<file path="src/rtl/delay_pkg.sv">
// Shared types and helpers for the variable-length delay line.
// Holds the fill/run state encoding and the log2 used to size the delay code.
package delay_pkg;

   typedef enum logic [0:0] {
      FILL = 1'b0,
      RUN  = 1'b1
   } fill_state_t;

   // Ceiling log2, usable in constant expressions (n >= 2).
   function automatic int clog2_f(input int n);
      int r;
      r = 0;
      for (int i = 0; i < 31; i++) begin
         if ((32'sd1 <<< i) < n) begin
            r = i + 1;
         end
      end
      return r;
   endfunction

endpackage

</file>
<file path="src/rtl/delay_fill_ctr.sv">
// Fill counter and FILL/RUN state machine for the delay line.
// Reports primed once the pipe holds enough enabled samples for the active delay.
module delay_fill_ctr
   import delay_pkg::*;
#(
   parameter int DW = 3
) (
   input  logic          clk,
   input  logic          rst,
   input  logic          en,
   input  logic          load,
   input  logic [DW-1:0] cfg,
   input  logic [DW-1:0] act_delay,
   output logic          primed
);

   fill_state_t   state_r;
   fill_state_t   state_s;
   logic [DW:0]   cnt_r;
   logic [DW:0]   cnt_s;
   logic [DW:0]   cnt_inc_s;
   logic [DW:0]   target_s;

   // State and counter registers.
   always_ff @(posedge clk or posedge rst) begin
      if (rst) begin
         state_r <= FILL;
         cnt_r   <= '0;
      end else begin
         state_r <= state_s;
         cnt_r   <= cnt_s;
      end
   end

   // Next-state: load restarts the fill using the new code; an enabled
   // FILL edge counts toward d+1.
   always_comb begin
      state_s   = state_r;
      cnt_s     = cnt_r;
      cnt_inc_s = cnt_r + {{DW{1'b0}}, 1'b1};
      target_s  = {1'b0, act_delay} + {{DW{1'b0}}, 1'b1};
      if (load) begin
         cnt_s = en ? {{DW{1'b0}}, 1'b1} : {(DW+1){1'b0}};
         if (en && (cfg == {DW{1'b0}})) begin
            state_s = RUN;
         end else begin
            state_s = FILL;
         end
      end else if (en) begin
         case (state_r)
            FILL: begin
               cnt_s = cnt_inc_s;
               if (cnt_inc_s == target_s) begin
                  state_s = RUN;
               end else begin
                  state_s = FILL;
               end
            end
            RUN: begin
               state_s = RUN;
            end
            default: begin
               state_s = FILL;
               cnt_s   = {(DW+1){1'b0}};
            end
         endcase
      end else begin
         state_s = state_r;
         cnt_s   = cnt_r;
      end
   end

   assign primed = (state_r == RUN);

endmodule

</file>
<file path="src/rtl/delay_line_var.sv">
// Variable-length delay line: MAX_DEPTH data/valid stages with a runtime-
// selectable tap; output is a direct mux of the active stage.
module delay_line_var
   import delay_pkg::*;
#(
   parameter  int DATA_W        = 16,
   parameter  int MAX_DEPTH     = 8,
   parameter  int DEFAULT_DELAY = 0,
   localparam int DW            = clog2_f(MAX_DEPTH)
) (
   input  logic              clk,
   input  logic              rst,
   input  logic              en,
   input  logic              load,
   input  logic [DW-1:0]     delay_cfg,
   input  logic [DATA_W-1:0] data_in,
   input  logic              valid_in,
   output logic [DATA_W-1:0] data_out,
   output logic              valid_out,
   output logic              primed
);

   localparam logic [DW-1:0] DEF_CODE = DW'(DEFAULT_DELAY);

   logic [DATA_W-1:0]    data_r [MAX_DEPTH];
   logic [MAX_DEPTH-1:0] vld_r;
   logic [DW-1:0]        act_r;

   // Data stages shift on enable only; load never clears them.
   always_ff @(posedge clk or posedge rst) begin
      if (rst) begin
         for (int i = 0; i < MAX_DEPTH; i++) begin
            data_r[i] <= '0;
         end
      end else if (en) begin
         data_r[0] <= data_in;
         for (int i = 1; i < MAX_DEPTH; i++) begin
            data_r[i] <= data_r[i-1];
         end
      end
   end

   // Valid bits: load flushes everything older than the load edge.
   always_ff @(posedge clk or posedge rst) begin
      if (rst) begin
         vld_r <= '0;
      end else if (load) begin
         vld_r <= {{(MAX_DEPTH-1){1'b0}}, (valid_in & en)};
      end else if (en) begin
         vld_r <= {vld_r[MAX_DEPTH-2:0], valid_in};
      end
   end

   // Active delay code.
   always_ff @(posedge clk or posedge rst) begin
      if (rst) begin
         act_r <= DEF_CODE;
      end else if (load) begin
         act_r <= delay_cfg;
      end
   end

   delay_fill_ctr #(
      .DW(DW)
   ) u_fill_ctr (
      .clk      (clk),
      .rst      (rst),
      .en       (en),
      .load     (load),
      .cfg      (delay_cfg),
      .act_delay(act_r),
      .primed   (primed)
   );

   assign data_out  = data_r[act_r];
   assign valid_out = vld_r[act_r];

endmodule

</file>
<file path="config.mk">
export PLATFORM = sky130hd
export DESIGN_NAME = delay_line_var
export DESIGN_NICKNAME = d
export VERILOG_FILES = /design/src/rtl/delay_pkg.sv /design/src/rtl/delay_fill_ctr.sv /design/src/rtl/delay_line_var.sv
export SDC_FILE = /design/constraint.sdc
export NUM_CORES = 1
export LEC_CHECK = 0
export BUFFER_PORTS_ARGS = -buffer_cell sky130_fd_sc_hd__buf_2
export CORE_ASPECT_RATIO = 1.4
export CORE_MARGIN = 2
export CORE_UTILIZATION = 45
export DETAILED_ROUTE_END_ITERATION = 8
export PLACE_DENSITY_LB_ADDON = 0.12
export SLEW_MARGIN = 30
export SYNTH_ARGS = -nofsm -noshare
export SYNTH_HDL_FRONTEND = slang
export SYNTH_SLANG_ARGS = --single-unit
</file>
<file path="constraint.sdc">
create_clock -name clk -period 5.06 [get_ports clk]
set_clock_uncertainty 0.05 [all_clocks]
set_input_delay 0.759 -clock clk [delete_from_list [all_inputs] [get_ports clk]]
set_output_delay 0.759 -clock clk [all_outputs]
set_load 0.01 [all_outputs]
</file>
======== Word level (Yosys, flattened, before mapping) ========
Cells that the tools add are included.
word-level totals
  flip-flop bits (word level) ............. 144
  latch bits .............................. 0
  bits in writable memories ............... 0
  bits in read-only memories .............. 0
  memories kept ........................... 0
cells by class
  add/sub/neg operators ................... 2
  multipliers ............................. 0
  div/mod/pow operators ................... 0
  order comparisons ....................... 2
  equality and inequality tests ........... 2
  shift operators ......................... 0
  multiplexer cells ....................... 16
  bitwise gates (word level) .............. 3
  reductions and logical operators ........ 4
operators with widths
  kind                                                                  number
  16-bit binary-select mux with 3-bit select                            1
  16-bit two-way mux                                                    2
  8-bit two-way mux                                                     2
  4-bit two-way mux                                                     3
  1-bit two-way mux                                                     6
  3-bit by 1-bit adder with 4-bit output, second input constant         1
  4-bit by 1-bit adder with 4-bit output, second input constant         1
  4-bit == test                                                         1
  4-bit >= comparator, second input constant                            1
  3-bit by 4-bit < comparator with 1-bit output, second input constant  1
  3-bit inverter with 4-bit output                                      1
  1-bit binary-select mux with 3-bit select                             1
  3-bit logical NOT                                                     1
  2-bit != test, second input constant                                  1
  1-bit one-hot mux with 2 select lines                                 1
  2-bit AND reduction                                                   1
  2-bit nonzero test                                                    1
  1-bit bitwise AND                                                     1
  1-bit logical AND                                                     1
  1-bit inverter                                                        1

======== Longest topological paths before layout ========
  depth after elaboration ................. 6
  gate-level depth with buffers ........... 6
  mapped depth without buffers ............ 4

======== Modules after synthesis ========
A second synthesis with hierarchy kept.
second synthesis, totals
  cell total of the unflattened synthesis .. 400
  area total of the unflattened synthesis .. 6646.4 um^2
by module, submodules not included
  module          times used  cells an instance  area each (um^2)
  delay_line_var  1           364                6314.8
  delay_fill_ctr  1           36                 331.6

======== Worst setup path after synthesis ========
OpenSTA, ideal clock, no wires.
  path type ............................... reg2out
  start ................................... register act_r[0]
  end ..................................... output port data_out[10]
  data arrival time ....................... 1472 ps
  data required time ...................... 4251 ps
  slack ................................... 2779 ps
  cell stages (with the launch flop) ...... 5
  path through ............................ dfrtp_1 > buf_6 > buf_6 > mux4_1 > mux2_2
between the ends
  longest elaborated chain between the ends .. 4
RTL lines
  what                                                    RTL line              RTL
  start, declared                                         delay_line_var.sv:27  logic [DW-1:0] act_r;
  start signal, assigned                                  delay_line_var.sv:59  act_r <= delay_cfg;
  3-bit inverter with 4-bit output (not written as such)  delay_line_var.sv:75  assign data_out = data_r[act_r];
  16-bit binary-select mux with 3-bit select              delay_line_var.sv:75
  16-bit two-way mux (not written as such) (2 in a row)   delay_line_var.sv:75
  end, declared                                           delay_line_var.sv:18  output logic [DATA_W-1:0] data_out,
No other way between the ends. The select of a mux whose other input is x is not followed.

======== Worst setup path after layout ========
  start ................................... register act_r[0]
  end ..................................... output port data_out[9]
Same word-level chain as after synthesis.

==> reports/qor.txt <==
Fin. Hold Viols: 0
Worst IR drop on VDD: 0.284 mV
Final min period: 3210 ps
Drt pass-1 iters: 4
Postcts setup bufs: 0
Fraction of layout cells with a size suffix above 1: 0.518
GPL Wtd Cong: 0.682
Final setup viols: 0
Starting Density: 0.459
DR WL/cell: 17.3 um
Storage cell area: 3610 um^2
Vias/cell: 5.43
Die ar.: 15700 um^2
Synthesized area per cell: 16.4 um^2
FF-to-FF Start: act_r[0]
H-tree Lvls: 4
Comb pwr share: 0.187
Yosys reg bits: 144
CTS tree: yes
CP endpoint kind: output pin
Largest net degree at the start of global routing: 111
# fillers: 1269
Switching share of power: 0.242
CP peak stage delay: 860 ps
FMAX: 312 MHz
Die H: 148 um
RSZ-0062 raised after global routing: false
Routed WL: 11100 um
Max Buffers Root-to-Sink: 2
Yosys warnings: 0
Setup crit start kind: register
Multi-input logic area: 2830 um^2
DP HPWL: 6220 um
Area growth, synth to finish: 14.0%
Sw Pwr: 0.871 mW
Worst Hold Class: input pin to async pin
Synth cell types: 27
Quantity of I/O buffers inserted on ports: 41
Vias in the first global route: 3818
Die W: 107 um
Post-Layout Cell Count: 639
Max-cap viol count: 0
Worst setup startpoint: act_r[0]
Syn Std Cell Area: 6630 um^2
DRT iter0 DRCs: 125
CTS Buf Count: 17
Final Core Density: 0.523
Routed via count: 3469
Worst Tran Pin Value: 856 ps
Placed Instances: 608
Count of pins over their slew limit: 0
First-pass GRT wire length: 19500 um
DP Worst Slack: 2150 ps
Sequential fraction of the synthesis area: 0.544
Slowest CP cell: dfrtp_4
Cell count after synthesis: 403
Clock sinks: 144
Required time of the critical path: 4250 ps
CORE AREA: 14400 um^2
CTS resizes: 0
Ant. Diodes: 0
Clock Tree Root: clkbuf_16
Max_slew headroom: 0.430
Hold slack: 395 ps
Arrival time at the worst endpoint: 2400 ps
Clock transition at path regs: 60 ps
Setup CP Type: register to output pin
Antenna-violating nets left: 0
Initial antenna violation count: 0
Fin worst setup slack: 1850 ps
Final net count: 464
DRC Markers: 0
Global Route Usage Sum: 0.160
Syn nets: 429
Flop pwr share: 0.455
Leakage power: 3.27 nW
Clock power frac: 0.358
GRT overflow: 0
I/O pin count: 42
Rows: 52
Post-route clock period utilization: 0.634
Power Internal: 2.73 mW
Critical path peak fanout: 38
Hold_buf cts: 0
P per Cell Area: 477 nW/um^2
Status: finished clean
Crit-path cells: mux4_1 > mux2_2 > buf_2
Final setup TNS: 0 ps
Skew-Pair Late Insertion Delay: 410 ps
-- critical path: cells and delay by family (launching register included) --
family                 cells  cell delay (ps)
muxes                      2              970
DFF                        1              860
buffers and inverters      1              140
-- logic make-up (layout without fill, tap and decap cells) --
logic type,count (synthesis),in the layout,share of synthesized area
simple gates,22,22,0.0147
flops,144,144,0.544
xor+xnor,8,8,0.0106
fa+ha+maj,2,2,0.00378
buf+inv,30,77,0.0283
mux,189,189,0.391
compound gates,8,8,0.00737
-- path summary, 6_finish.rpt --
| check | slack [ps] | endpoint | cells after the start |
|---|---|---|---|
| max | 1850 | data_out[9] | 3 |
| min | 390 | data_r[48] | 2 |
| max reg2reg | 3160 | u_fill_ctr.primed | 4 |
| min reg2reg | 450 | data_r[11] | 1 |
| max in group asynchronous | 3530 | data_r[41] | 3 |
| min in group clk | 450 | data_r[11] | 1 |
-- cell usage after synthesis --
library cell	number	area share
mux2_2	148	0.25
dfrtp_1	144	0.54
mux4_1	24	0.095
buf_2	12	0.0091
mux4_2	10	0.034
nor2_1	10	0.0057
buf_6	7	0.012
mux2i_1	7	0.011
clkbuf_1	6	0.0034
xnor2_1	6	0.0079
nand2_1	5	0.0028
a21oi_1	3	0.0023
buf_4	2	0.0023
ha_1	2	0.0038
inv_1	2	0.0011
nand3_1	2	0.0015
o21ai_0	2	0.0015
xor2_1	2	0.0026
a22o_1	1	0.0013
buf_1	1	0.00057
nand2b_1	1	0.00094
nand4_1	1	0.00094
nor2b_1	1	0.00094
nor4_1	1	0.00094
o211ai_1	1	0.0011
o31ai_1	1	0.0011
or3_1	1	0.00094
-- layout make-up --
class | count | share of cell area
well taps | 189 | 0.0313
repair buffers | 44 | 0.0313
clock buffers | 26 | 0.0688
flip-flops and latches | 144 | 0.478
multi-input cells | 229 | 0.375
clock inverters | 5 | 0.0133
inverters | 2 | 0.00199
-- registers in the layout (all words and copies together), names as in the netlist --
name	count
data_r	128
vld_r	8
u_fill_ctr.cnt_r	4
act_r	3
u_fill_ctr.primed	1
-- placed cells by master, fill, tap and decap left out, types with 3 or more instances in the layout --
master	n
clkbuf_1	3
mux4_2	10
buf_4	3
xnor2_1	6
mux2_2	148
a21oi_1	3
mux2i_1	7
clkbuf_16	17
bufinv_16	3
clkbuf_8	7
dfrtp_1	142
mux4_1	24
nand2_1	5
nor2_1	10
buf_2	40
-- stage by stage --
step / area (um^2) / total power [mW]
finish: 7550 / 3.61
global placement: 6920 / 2.31
CTS: 7550 / 3.67
detailed placement: 6930 / 2.35
floorplan: 6630 / 2.15
global route: 7550 / 3.82
-- power groups by stage --
stage	sequential, mW	clock [mW]	combinational [mW]
floorplan	1.57	0	0.584
global placement	1.65	0	0.666
detailed placement	1.66	0	0.684
CTS	1.65	1.34	0.688
global route	1.69	1.38	0.740
finish	1.64	1.29	0.673
-- per-layer routing --
metal,GRT usage,wire [um],vias up
li1,-,-,1589
met1,0.209,5120,1819
met2,0.257,5420,45
met3,0.0432,313,16
met4,0.0604,204,0
met5,0,0,-
(Power assumes the default switching activity.)
